### config.mk
export PLATFORM = sky130hd
export DESIGN_NAME = echo_request_m2p
export DESIGN_NICKNAME = d
export VERILOG_FILES = /design/src/rtl/echo_request_m2p.sv
export SDC_FILE = /design/constraint.sdc
export NUM_CORES = 1
export LEC_CHECK = 0
export ABC_AREA = 1
export CAP_MARGIN = 0
export CORE_ASPECT_RATIO = 1.4
export CORE_MARGIN = 5
export CORE_UTILIZATION = 40
export DETAILED_ROUTE_END_ITERATION = 10
export PLACE_DENSITY = 0.71
export SLEW_MARGIN = 10
export SYNTH_ARGS = -nofsm -noshare
export SYNTH_HDL_FRONTEND = slang
export SYNTH_SLANG_ARGS = --single-unit
export TNS_END_PERCENT = 10
### constraint.sdc
create_clock -name CLK -period 1.7 [get_ports CLK]
set_clock_uncertainty 0.05 [all_clocks]
set_input_delay 0.17 -clock CLK [delete_from_list [all_inputs] [get_ports CLK]]
set_output_delay 0.17 -clock CLK [all_outputs]
set_load 0.01 [all_outputs]
### src/rtl/echo_request_m2p.sv
// ----------------------------------------------------------------------------
// echo_request_m2p
// Host-side initiator for the EchoRequest interface. Each say / say2 / setLeds
// method call is marshalled into one pipe word (16-bit tag + 128-bit payload),
// buffered in a small FIFO and issued on pipe_enq.
//
// Ports
//   CLK, nRST                       clock, async active-low reset
//   method_say__ENA/_v/__RDY        say(v[31:0])
//   method_say2__ENA/_a/_b/__RDY    say2(a[15:0], b[15:0])
//   method_setLeds__ENA/_v/__RDY    setLeds(v[7:0])
//   pipe_enq__ENA/_v/__RDY          outgoing pipe word (144 bits)
//   sent_count                      words issued since reset (wraps)
//   multi_err                       sticky: more than one method strobed at once
// ----------------------------------------------------------------------------
module echo_request_m2p #(
    parameter int DEPTH = 4,
    parameter int TAGW  = 16,
    parameter int PAYW  = 128
) (
    input  logic                 CLK,
    input  logic                 nRST,
    input  logic                 method_say__ENA,
    input  logic [31:0]          method_say_v,
    output logic                 method_say__RDY,
    input  logic                 method_say2__ENA,
    input  logic [15:0]          method_say2_a,
    input  logic [15:0]          method_say2_b,
    output logic                 method_say2__RDY,
    input  logic                 method_setLeds__ENA,
    input  logic [7:0]           method_setLeds_v,
    output logic                 method_setLeds__RDY,
    output logic                 pipe_enq__ENA,
    output logic [TAGW+PAYW-1:0] pipe_enq_v,
    input  logic                 pipe_enq__RDY,
    output logic [31:0]          sent_count,
    output logic                 multi_err
);

    localparam int WORDW = TAGW + PAYW;
    localparam int PW    = $clog2(DEPTH);
    localparam int CW    = PW + 1;

    localparam logic [TAGW-1:0] TAG_SAY  = TAGW'(0);
    localparam logic [TAGW-1:0] TAG_SAY2 = TAGW'(1);
    localparam logic [TAGW-1:0] TAG_LEDS = TAGW'(2);

    logic [WORDW-1:0] mem_q [DEPTH];
    logic [WORDW-1:0] mem_d [DEPTH];
    logic [PW-1:0]    wr_ptr_q, wr_ptr_d;
    logic [PW-1:0]    rd_ptr_q, rd_ptr_d;
    logic [CW-1:0]    count_q, count_d;
    logic [31:0]      sent_count_q, sent_count_d;
    logic             multi_err_q, multi_err_d;

    logic             not_full;
    logic             non_empty;
    logic             accept;
    logic             issue;
    logic [1:0]       ena_cnt;
    logic [WORDW-1:0] enc_word;

    // Word encoding; priority say > say2 > setLeds when several strobe together.
    always_comb begin
        enc_word = '0;
        if (method_say__ENA) begin
            enc_word[WORDW-1 -: TAGW] = TAG_SAY;
            enc_word[PAYW-1 -: 32]    = method_say_v;
        end else if (method_say2__ENA) begin
            enc_word[WORDW-1 -: TAGW] = TAG_SAY2;
            enc_word[PAYW-1 -: 16]    = method_say2_a;
            enc_word[PAYW-17 -: 16]   = method_say2_b;
        end else if (method_setLeds__ENA) begin
            enc_word[WORDW-1 -: TAGW] = TAG_LEDS;
            enc_word[PAYW-1 -: 8]     = method_setLeds_v;
        end
    end

    always_comb begin
        // Fullness is judged on the registered count only, so a word draining
        // this cycle never frees a slot for a same-cycle call.
        not_full  = (count_q < CW'(DEPTH));
        non_empty = (count_q != '0);
        ena_cnt   = {1'b0, method_say__ENA} + {1'b0, method_say2__ENA}
                  + {1'b0, method_setLeds__ENA};
        accept    = not_full && (ena_cnt != 2'd0);
        issue     = non_empty && pipe_enq__RDY;

        mem_d = mem_q;
        if (accept) mem_d[wr_ptr_q] = enc_word;

        wr_ptr_d = accept ? wr_ptr_q + PW'(1) : wr_ptr_q;
        rd_ptr_d = issue  ? rd_ptr_q + PW'(1) : rd_ptr_q;

        count_d = count_q;
        case ({accept, issue})
            2'b10:   count_d = count_q + CW'(1);
            2'b01:   count_d = count_q - CW'(1);
            default: count_d = count_q;
        endcase

        sent_count_d = issue ? sent_count_q + 32'd1 : sent_count_q;
        multi_err_d  = multi_err_q || (ena_cnt > 2'd1);
    end

    always_ff @(posedge CLK or negedge nRST) begin
        if (!nRST) begin
            for (int i = 0; i < DEPTH; i++) mem_q[i] <= '0;
            wr_ptr_q     <= '0;
            rd_ptr_q     <= '0;
            count_q      <= '0;
            sent_count_q <= '0;
            multi_err_q  <= 1'b0;
        end else begin
            mem_q        <= mem_d;
            wr_ptr_q     <= wr_ptr_d;
            rd_ptr_q     <= rd_ptr_d;
            count_q      <= count_d;
            sent_count_q <= sent_count_d;
            multi_err_q  <= multi_err_d;
        end
    end

    // RDY is gated by nRST directly so it drops the moment reset is asserted.
    assign method_say__RDY     = nRST && not_full;
    assign method_say2__RDY    = nRST && not_full;
    assign method_setLeds__RDY = nRST && not_full;

    assign pipe_enq__ENA = issue;
    assign pipe_enq_v    = non_empty ? mem_q[rd_ptr_q] : '0;
    assign sent_count    = sent_count_q;
    assign multi_err     = multi_err_q;

endmodule

==> results.md, run 1 <==
* Outcome: finished, violations left
* Failing checks: setup timing
* Adder-cell share of the synthesized area at 1.18%
* Arrival @ worst endpoint at 1.86 ns
* Die width at 142 µm
* Commonest non-fill, non-tap cell in the layout: nand2_1
* CTS clk-pin slew, worst paths at 0.07 ns
* Gr usage total at 19.4%
* Top area cells in the synthesized netlist: dfrtp_1, nand2_1, buf_4
* Skew-Pair Late Insertion Delay at 0.44 ns
* Layout cells sized above 1 at 16.4%
* GPL Wtd Cong at 0.830
* Final period util at 122%
* Core area at 24000 µm²
* Synth Area in Compound Gates at 13.1%
* Final Hold Vio Count at 0
* Leakage at 6.15 nW
* Total power at 20.4 mW
* CTS tree: done
* First-pass GRT wire length at 42600 µm
* Slew Limit Fails at 0
* XOR/XNOR share of the synthesized area at 2.07%
* Cells after Synth at 1241
* Wire per inst at 15.4 µm
* Std-Cell Rows at 67
* Fillers at 2261
* Initial antenna violation count at 0
* HP Class: in -> reg
* Largest net degree at the start of global routing at 177
* Vias in the first global route at 8267
* Final wirelength at 26900 µm
* Synth warn at 0
* Grt ovf at 0
* I/O Pins at 259
* Die Ht at 194 µm
* Post-Place Cells at 1698
* H-tree Lvls at 4
* Final setup fails at 37
* Via density at 4.82
* Diodes inserted at 0
* CTS Root Cell: clkbuf_16
* Worst slew pin tran at 0.915 ns
* PortBufs at 148
* Dpl ws at -0.823 ns
* Worst Path Max Fanout at 6
* Peak VDD IR at 1140 µV
* Mapped cell area at 9720 µm²
* Maxcap violations at 0
* Area of the multi-input gates at 4350 µm²
* Crit. End Element: primary output
* Mapped Avg Cell Area at 7.83 µm²
* Post-Synth Simple-Gate Area at 22.8%
* Crit Path Class: reg -> out
* Initial DRT Pass Iterations at 5
* Final hold slack at 0.295 ns
* RSZ-0062 raised after global routing: yes
* Post-layout nets at 1504
* Syn-to-layout area delta at 27.0%
* Seq/Total Area, Yosys at 45.3%
* Synth area leader: dfrtp_1
* Setup WS post-layout at -0.376 ns
* Main combinational cell family by area after synthesis: simple AND/OR/NAND/NOR gates
* Min Clock Period, post-route at 2.08 ns
* CTS buffer count at 17
* Relative slew slack at 39.0%
* CP Launch Type: flop
* Netlist cell types at 32
* Die area at 27600 µm²
* Flops & latches, synth at 176
* Effective utilization at floorplan at 40.5%
* Mux cell area share after synthesis at 0%
* Non-filler cells, final at 1740
* Worst-case clock buffer depth at 2
* DR DRC count at 0
* Max frequency at 0.482 GHz
* Clock Sinks at 176
* CP required at 1.48 ns
* PwrDens at 1650 nW/µm²
* Post-DP HPWL at 18600 µm
* ANT nets after route at 0
* Fin util at 51.5%
* DR vias at 8394
* Commonest cells after routing, fill and taps aside: nand2_1, dfrtp_1, conb_1
* Post-synth top area share at 45.3%
* Register Area at 4420 µm²
* DR iter-0 viols at 551
## metal layers
layer / routed length (µm) / up-vias / global-route usage, %
li1: - / 4084 / -
met1: 10600 / 3970 / 22.5
met2: 14100 / 303 / 35.3
met3: 1640 / 37 / 3.79
met4: 547 / 0 / 6.58
met5: 0 / - / 0
## cell families (layout without fill, tap and decap cells)
family,Yosys count,after routing
flops,176,176
simple gates,528,528
other cells,1,110
xor+xnor,23,23
compound gates,236,236
buf+inv,269,349
fa+ha+maj,8,8
## flip-flops by register name, indices dropped and copies added, names as in the netlist
name        count
sent_count     32
mem_q         136
count_q         3
wr_ptr_q        2
rd_ptr_q        2
multi_err       1
## repair_timing
item | 4_1_cts | 5_1_grt
endpoints found under the setup margin | 189 | 124
hold buffers | 1 | 0
pin swaps | 39 | 20
endpoints found under the hold margin | 176 | 0
gates cloned | 5 | 0
setup buffers | 7 | 0
resized for setup | 232 | 27
## path summary, 6_finish.rpt
check                                        start                         end  slack, ns  depth (start not counted)
min                            method_setLeds__ENA         multi_err$_DFF_PN0_       0.29                          4
max                        rd_ptr_q[0]$_DFFE_PN0P_             pipe_enq_v[114]      -0.38                          7
min reg2reg                 mem_q[107]$_DFFE_PN0P_      mem_q[107]$_DFFE_PN0P_       0.42                          2
min in group asynchronous                     nRST     rd_ptr_q[1]$_DFFE_PN0P_       0.59                          3
max in group asynchronous                     nRST  sent_count[15]$_DFFE_PN0P_       0.39                          3
max reg2reg                 count_q[2]$_DFFE_PN0P_      count_q[2]$_DFFE_PN0P_      -0.06                         11
## power by group
group	switching (mW)	internal [mW]	total, mW	leakage [nW]
Combinational	5.65	4.26	9.91	3.64
Sequential	0.798	5.78	6.58	2.24
Clock	1.72	2.17	3.89	0.271
Total	8.17	12.2	20.4	6.15
## area by class of cell
type / instances / area share [%]
clock inverters: 12 / 1.12
repair buffers: 222 / 18.1
multi-input cells: 905 / 35.2
flip-flops and latches: 176 / 35.8
clock buffers: 19 / 3.51
well taps: 310 / 3.14
inverters: 96 / 3.07
## synthesized netlist by cell type
| cell | number |
|---|---|
| nand2_4 | 3 |
| buf_6 | 1 |
| xnor2_1 | 6 |
| nor2_2 | 4 |
| buf_1 | 4 |
| nor2_1 | 67 |
| nand3_1 | 22 |
| inv_2 | 15 |
| fa_1 | 2 |
| a21oi_1 | 83 |
| clkbuf_1 | 26 |
| buf_4 | 120 |
| nor3_2 | 1 |
| dfrtp_1 | 176 |
| o21ai_1 | 50 |
| xor2_1 | 17 |
| buf_8 | 1 |
| nand3b_1 | 2 |
| ha_1 | 6 |
| nand4_1 | 15 |
| nor3_1 | 5 |
| nand2_1 | 389 |
| conb_1 | 1 |
| inv_1 | 79 |
| nand2_2 | 12 |
| clkinv_1 | 2 |
| buf_2 | 21 |
| nor2_4 | 4 |
| a22o_1 | 24 |
| nor2_8 | 3 |
| o21ai_0 | 79 |
| nor3_4 | 1 |
## worst max-delay path: stages (launching register included)
cell and delay (ns):
dfrtp_2 0.49, buf_12 0.17, buf_8 0.13, buf_12 0.13, a21oi_2 0.11, o21ai_1 0.07, a21oi_1 0.16, buf_2 0.16
## per-stage QoR
| step | TNS (ns) | cell area, µm² |
|---|---|---|
| finish | -9.42 | 12300 |
| CTS | -10.58 | 12300 |
| floorplan | -10.59 | 10200 |
| global route | -13.10 | 12300 |
| global placement | -91.13 | 11600 |
| detailed placement | -93.41 | 11600 |
Note: power is estimated with default switching activity, not from simulation.
==> run 2: changes to the inputs <==
--- a/config.mk
+++ b/config.mk
@@ -7,7 +7,6 @@
 export LEC_CHECK = 0
 export ABC_AREA = 1
 export CAP_MARGIN = 0
-export CORE_ASPECT_RATIO = 1.4
 export CORE_MARGIN = 5
 export CORE_UTILIZATION = 40
 export DETAILED_ROUTE_END_ITERATION = 10
==> run 2 against run 1 <==
The flow still finishes with violations (setup timing). Power increased by 4.9%. Utilization increased by 0.91 points. Critical path depth unchanged. Final area grew 2.3%. Non-clock buffer count rose by 19. Global-route usage down 0.45 points. Hold slack worse by 0.12 ns. Sequential share of layout area shrank 0.79 points. First-iteration DRC count increased by 9.1%. Sequential power hardly changed. Setup slack gained 0.017 ns. Cell count grew 2.0%. Critical endpoint is now pipe_enq_v[117]. Highest routed layer unchanged.
==> results.md, run 2 (synthesized netlist as in run 1, its figures left out) <==
* Initial DRT Pass Iterations at 5 (unchanged)
* Final period util at 121% (-0.97 points)
* Grt ovf at 0 (unchanged)
* Hold Path Stages at 4 (unchanged)
* Gr usage total at 19.0% (-0.45 points)
* Maxcap violations at 0 (unchanged)
* Hold endpoint: multi_err$_DFF_PN0_
* Max frequency at 0.485 GHz (+0.80%)
* CTS clk-pin slew, worst paths at 0.07 ns (about the same)
* Initial antenna violation count at 0 (unchanged)
* Skew-Pair Late Insertion Delay at 0.43 ns (about the same)
* Final Hold Vio Count at 0 (unchanged)
* Outcome: finished, violations left
* Worst slew pin tran at 0.901 ns (-0.0141 ns)
* CP Launch Type: flop
* R2r startpoint: count_q[2]$_DFFE_PN0P_
* Min Clock Period, post-route at 2.06 ns (-0.0165 ns)
* CTS Root Cell: clkbuf_16
* First-pass GRT wire length at 42900 µm (+0.55%)
* Effective utilization at floorplan at 40.3% (-0.22 points)
* DR vias at 8551 (+1.9%)
* Clock Sinks at 176 (unchanged)
* Crit. End Element: primary output
* Reg2reg path depth at 11 (unchanged)
* Fin area at 12600 µm² (+2.3%)
* Post-DP HPWL at 18000 µm (-3.2%)
* Core area at 24100 µm² (+0.54%)
* Worst Path Max Fanout at 6 (unchanged)
* PwrDens at 1690 nW/µm² (+2.5%)
* Layout cells sized above 1 at 18.7% (+2.3 points)
* Vias in the first global route at 8292 (+0.30%)
* Post-Place Cells at 1719 (+1.2%)
* Wire per inst at 15.2 µm (-1.6%)
* Final wirelength at 27000 µm (+0.36%)
* RSZ-0062 raised after global routing: yes
* Largest net degree at the start of global routing at 108 (-39%)
* CP delay by family, top: buffers and inverters
* Via density at 4.82 (about the same)
* Final setup fails at 35 (-5.4%)
* Worst path max stage delay at 0.48 ns (about the same)
* Crit Path Class: reg -> out
* H-tree Lvls at 4 (unchanged)
* Slew Limit Fails at 0 (unchanged)
* Commonest non-fill, non-tap cell in the layout: nand2_1
* Largest Register: mem_q
* Critical Path, Cell by Cell: buf_12 > buf_8 > buf_12 > a21oi_1 > o21ai_1 > a21oi_1 > buf_2
* Post-layout nets at 1523 (+1.3%)
* Leakage at 6.26 nW (+1.9%)
* Peak VDD IR at 998 µV (-13%)
* Commonest cells after routing, fill and taps aside: nand2_1, dfrtp_1, conb_1
* Failing checks: setup timing
* Arrival @ worst endpoint at 1.84 ns (-0.02 ns)
* ANT nets after route at 0 (unchanged)
* Reg-to-reg endpoint: count_q[2]$_DFFE_PN0P_
* DR iter-0 viols at 601 (+9.1%)
* Placed Area at 11700 µm² (+1.0%)
* CTS tree: done
* Die Ht at 166 µm (-15%)
* I/O Pins at 259 (unchanged)
* CP required at 1.48 ns (about the same)
* GPL Wtd Cong at 0.809 (-2.6%)
* Crit-path slowest cell: dfrtp_2
* Hold wc startpoint: method_say__ENA
* Reg-to-reg slack, setup at -0.01 ns (+0.05 ns)
* Area of the multi-input gates at 4410 µm² (+1.3%)
* Die area at 27500 µm² (-0.16%)
* Diodes inserted at 0 (unchanged)
* HP Class: in -> reg
* Std-Cell Rows at 57 (-15%)
* Die width at 166 µm (+17%)
* Non-filler cells, final at 1774 (+2.0%)
* Syn-to-layout area delta at 30.0%
* Setup WS post-layout at -0.360 ns (+0.0165 ns)
* Relative slew slack at 39.9% (+0.94 points)
* Buf/Inv on CP at 4 (unchanged)
* Worst-case clock buffer depth at 2 (unchanged)
* DR DRC count at 0 (unchanged)
* Max reg flops at 136 (unchanged)
* Register Area at 4420 µm² (about the same)
* Fillers at 2229 (-1.4%)
* PortBufs at 148 (unchanged)
* CTS buffer count at 17 (unchanged)
-- run 2: stage by stage --
| step | setup TNS (ns) | utilization [%] | setup WS (ns) | power, mW | hold slack, ns |
|---|---|---|---|---|---|
| after floorplan | -10.59 | - | -0.366 | 12.0 | -0.176 |
| after global placement | -83.19 | 48.5 | -0.757 | 16.4 | 0.242 |
| after detailed placement | -88.52 | 48.5 | -0.777 | 16.7 | 0.245 |
| after CTS | -9.93 | 51.9 | -0.354 | 21.1 | 0.171 |
| after global routing | -12.60 | 52.4 | -0.457 | 22.9 | 0.193 |
| final | -9.20 | 52.4 | -0.360 | 21.4 | 0.178 |
-- run 2: worst max path at each step --
stage | start | end | cells past startpoint
finish | rd_ptr_q[0]$_DFFE_PN0P_ | pipe_enq_v[117] | 7
global route | rd_ptr_q[0]$_DFFE_PN0P_ | pipe_enq_v[109] | 7
CTS | rd_ptr_q[0]$_DFFE_PN0P_ | pipe_enq_v[111] | 7
detailed placement | method_say2__ENA | count_q[2]$_DFFE_PN0P_ | 11
global placement | method_say2__ENA | count_q[2]$_DFFE_PN0P_ | 11
floorplan | method_say__ENA | count_q[2]$_DFFE_PN0P_ | 12
-- run 2: cell type report --
type | count | share of cell area, %
inverter | 96 | 3.00
sequential | 176 | 35.0
multi-input combinational | 905 | 34.9
timing repair buffer | 241 | 19.3
clock buffer | 18 | 3.48
tap | 324 | 3.21
clock inverter | 14 | 1.17
-- run 2: repair_timing --
item | in CTS | in global routing
pin swaps | 37 | 19
hold endpoints to repair | 176 | 0
endpoints found under the setup margin | 182 | 99
hold buffers | 1 | 0
setup buffers | 19 | 2
gates resized for setup | 239 | 51
cloned | 2 | 0
-- run 2: routing by layer --
metal / part of all wire (%) / global-route usage [%]
met1: 42 / 24.6
met2: 50 / 32.6
met3: 5.9 / 3.24
met5: 0 / 0
met4: 1.9 / 5.74
-- run 2: report_power, final --
part           leakage, nW  total, mW  internal, mW  switching, mW
clock network        0.294       3.94          2.12           1.82
registers             2.24       6.61          5.78          0.829
logic                 3.73       10.8          4.87           5.96
-- run 2: worst reg2reg max path: stages (launching register included) --
cell     delay, ns
dfrtp_1       0.36
inv_2         0.05
nand2_2       0.07
buf_4         0.11
nand2_4       0.05
inv_4         0.07
ha_4          0.14
inv_4         0.03
fa_2          0.34
a21oi_2       0.11
o21ai_1       0.08
xor2_1        0.14
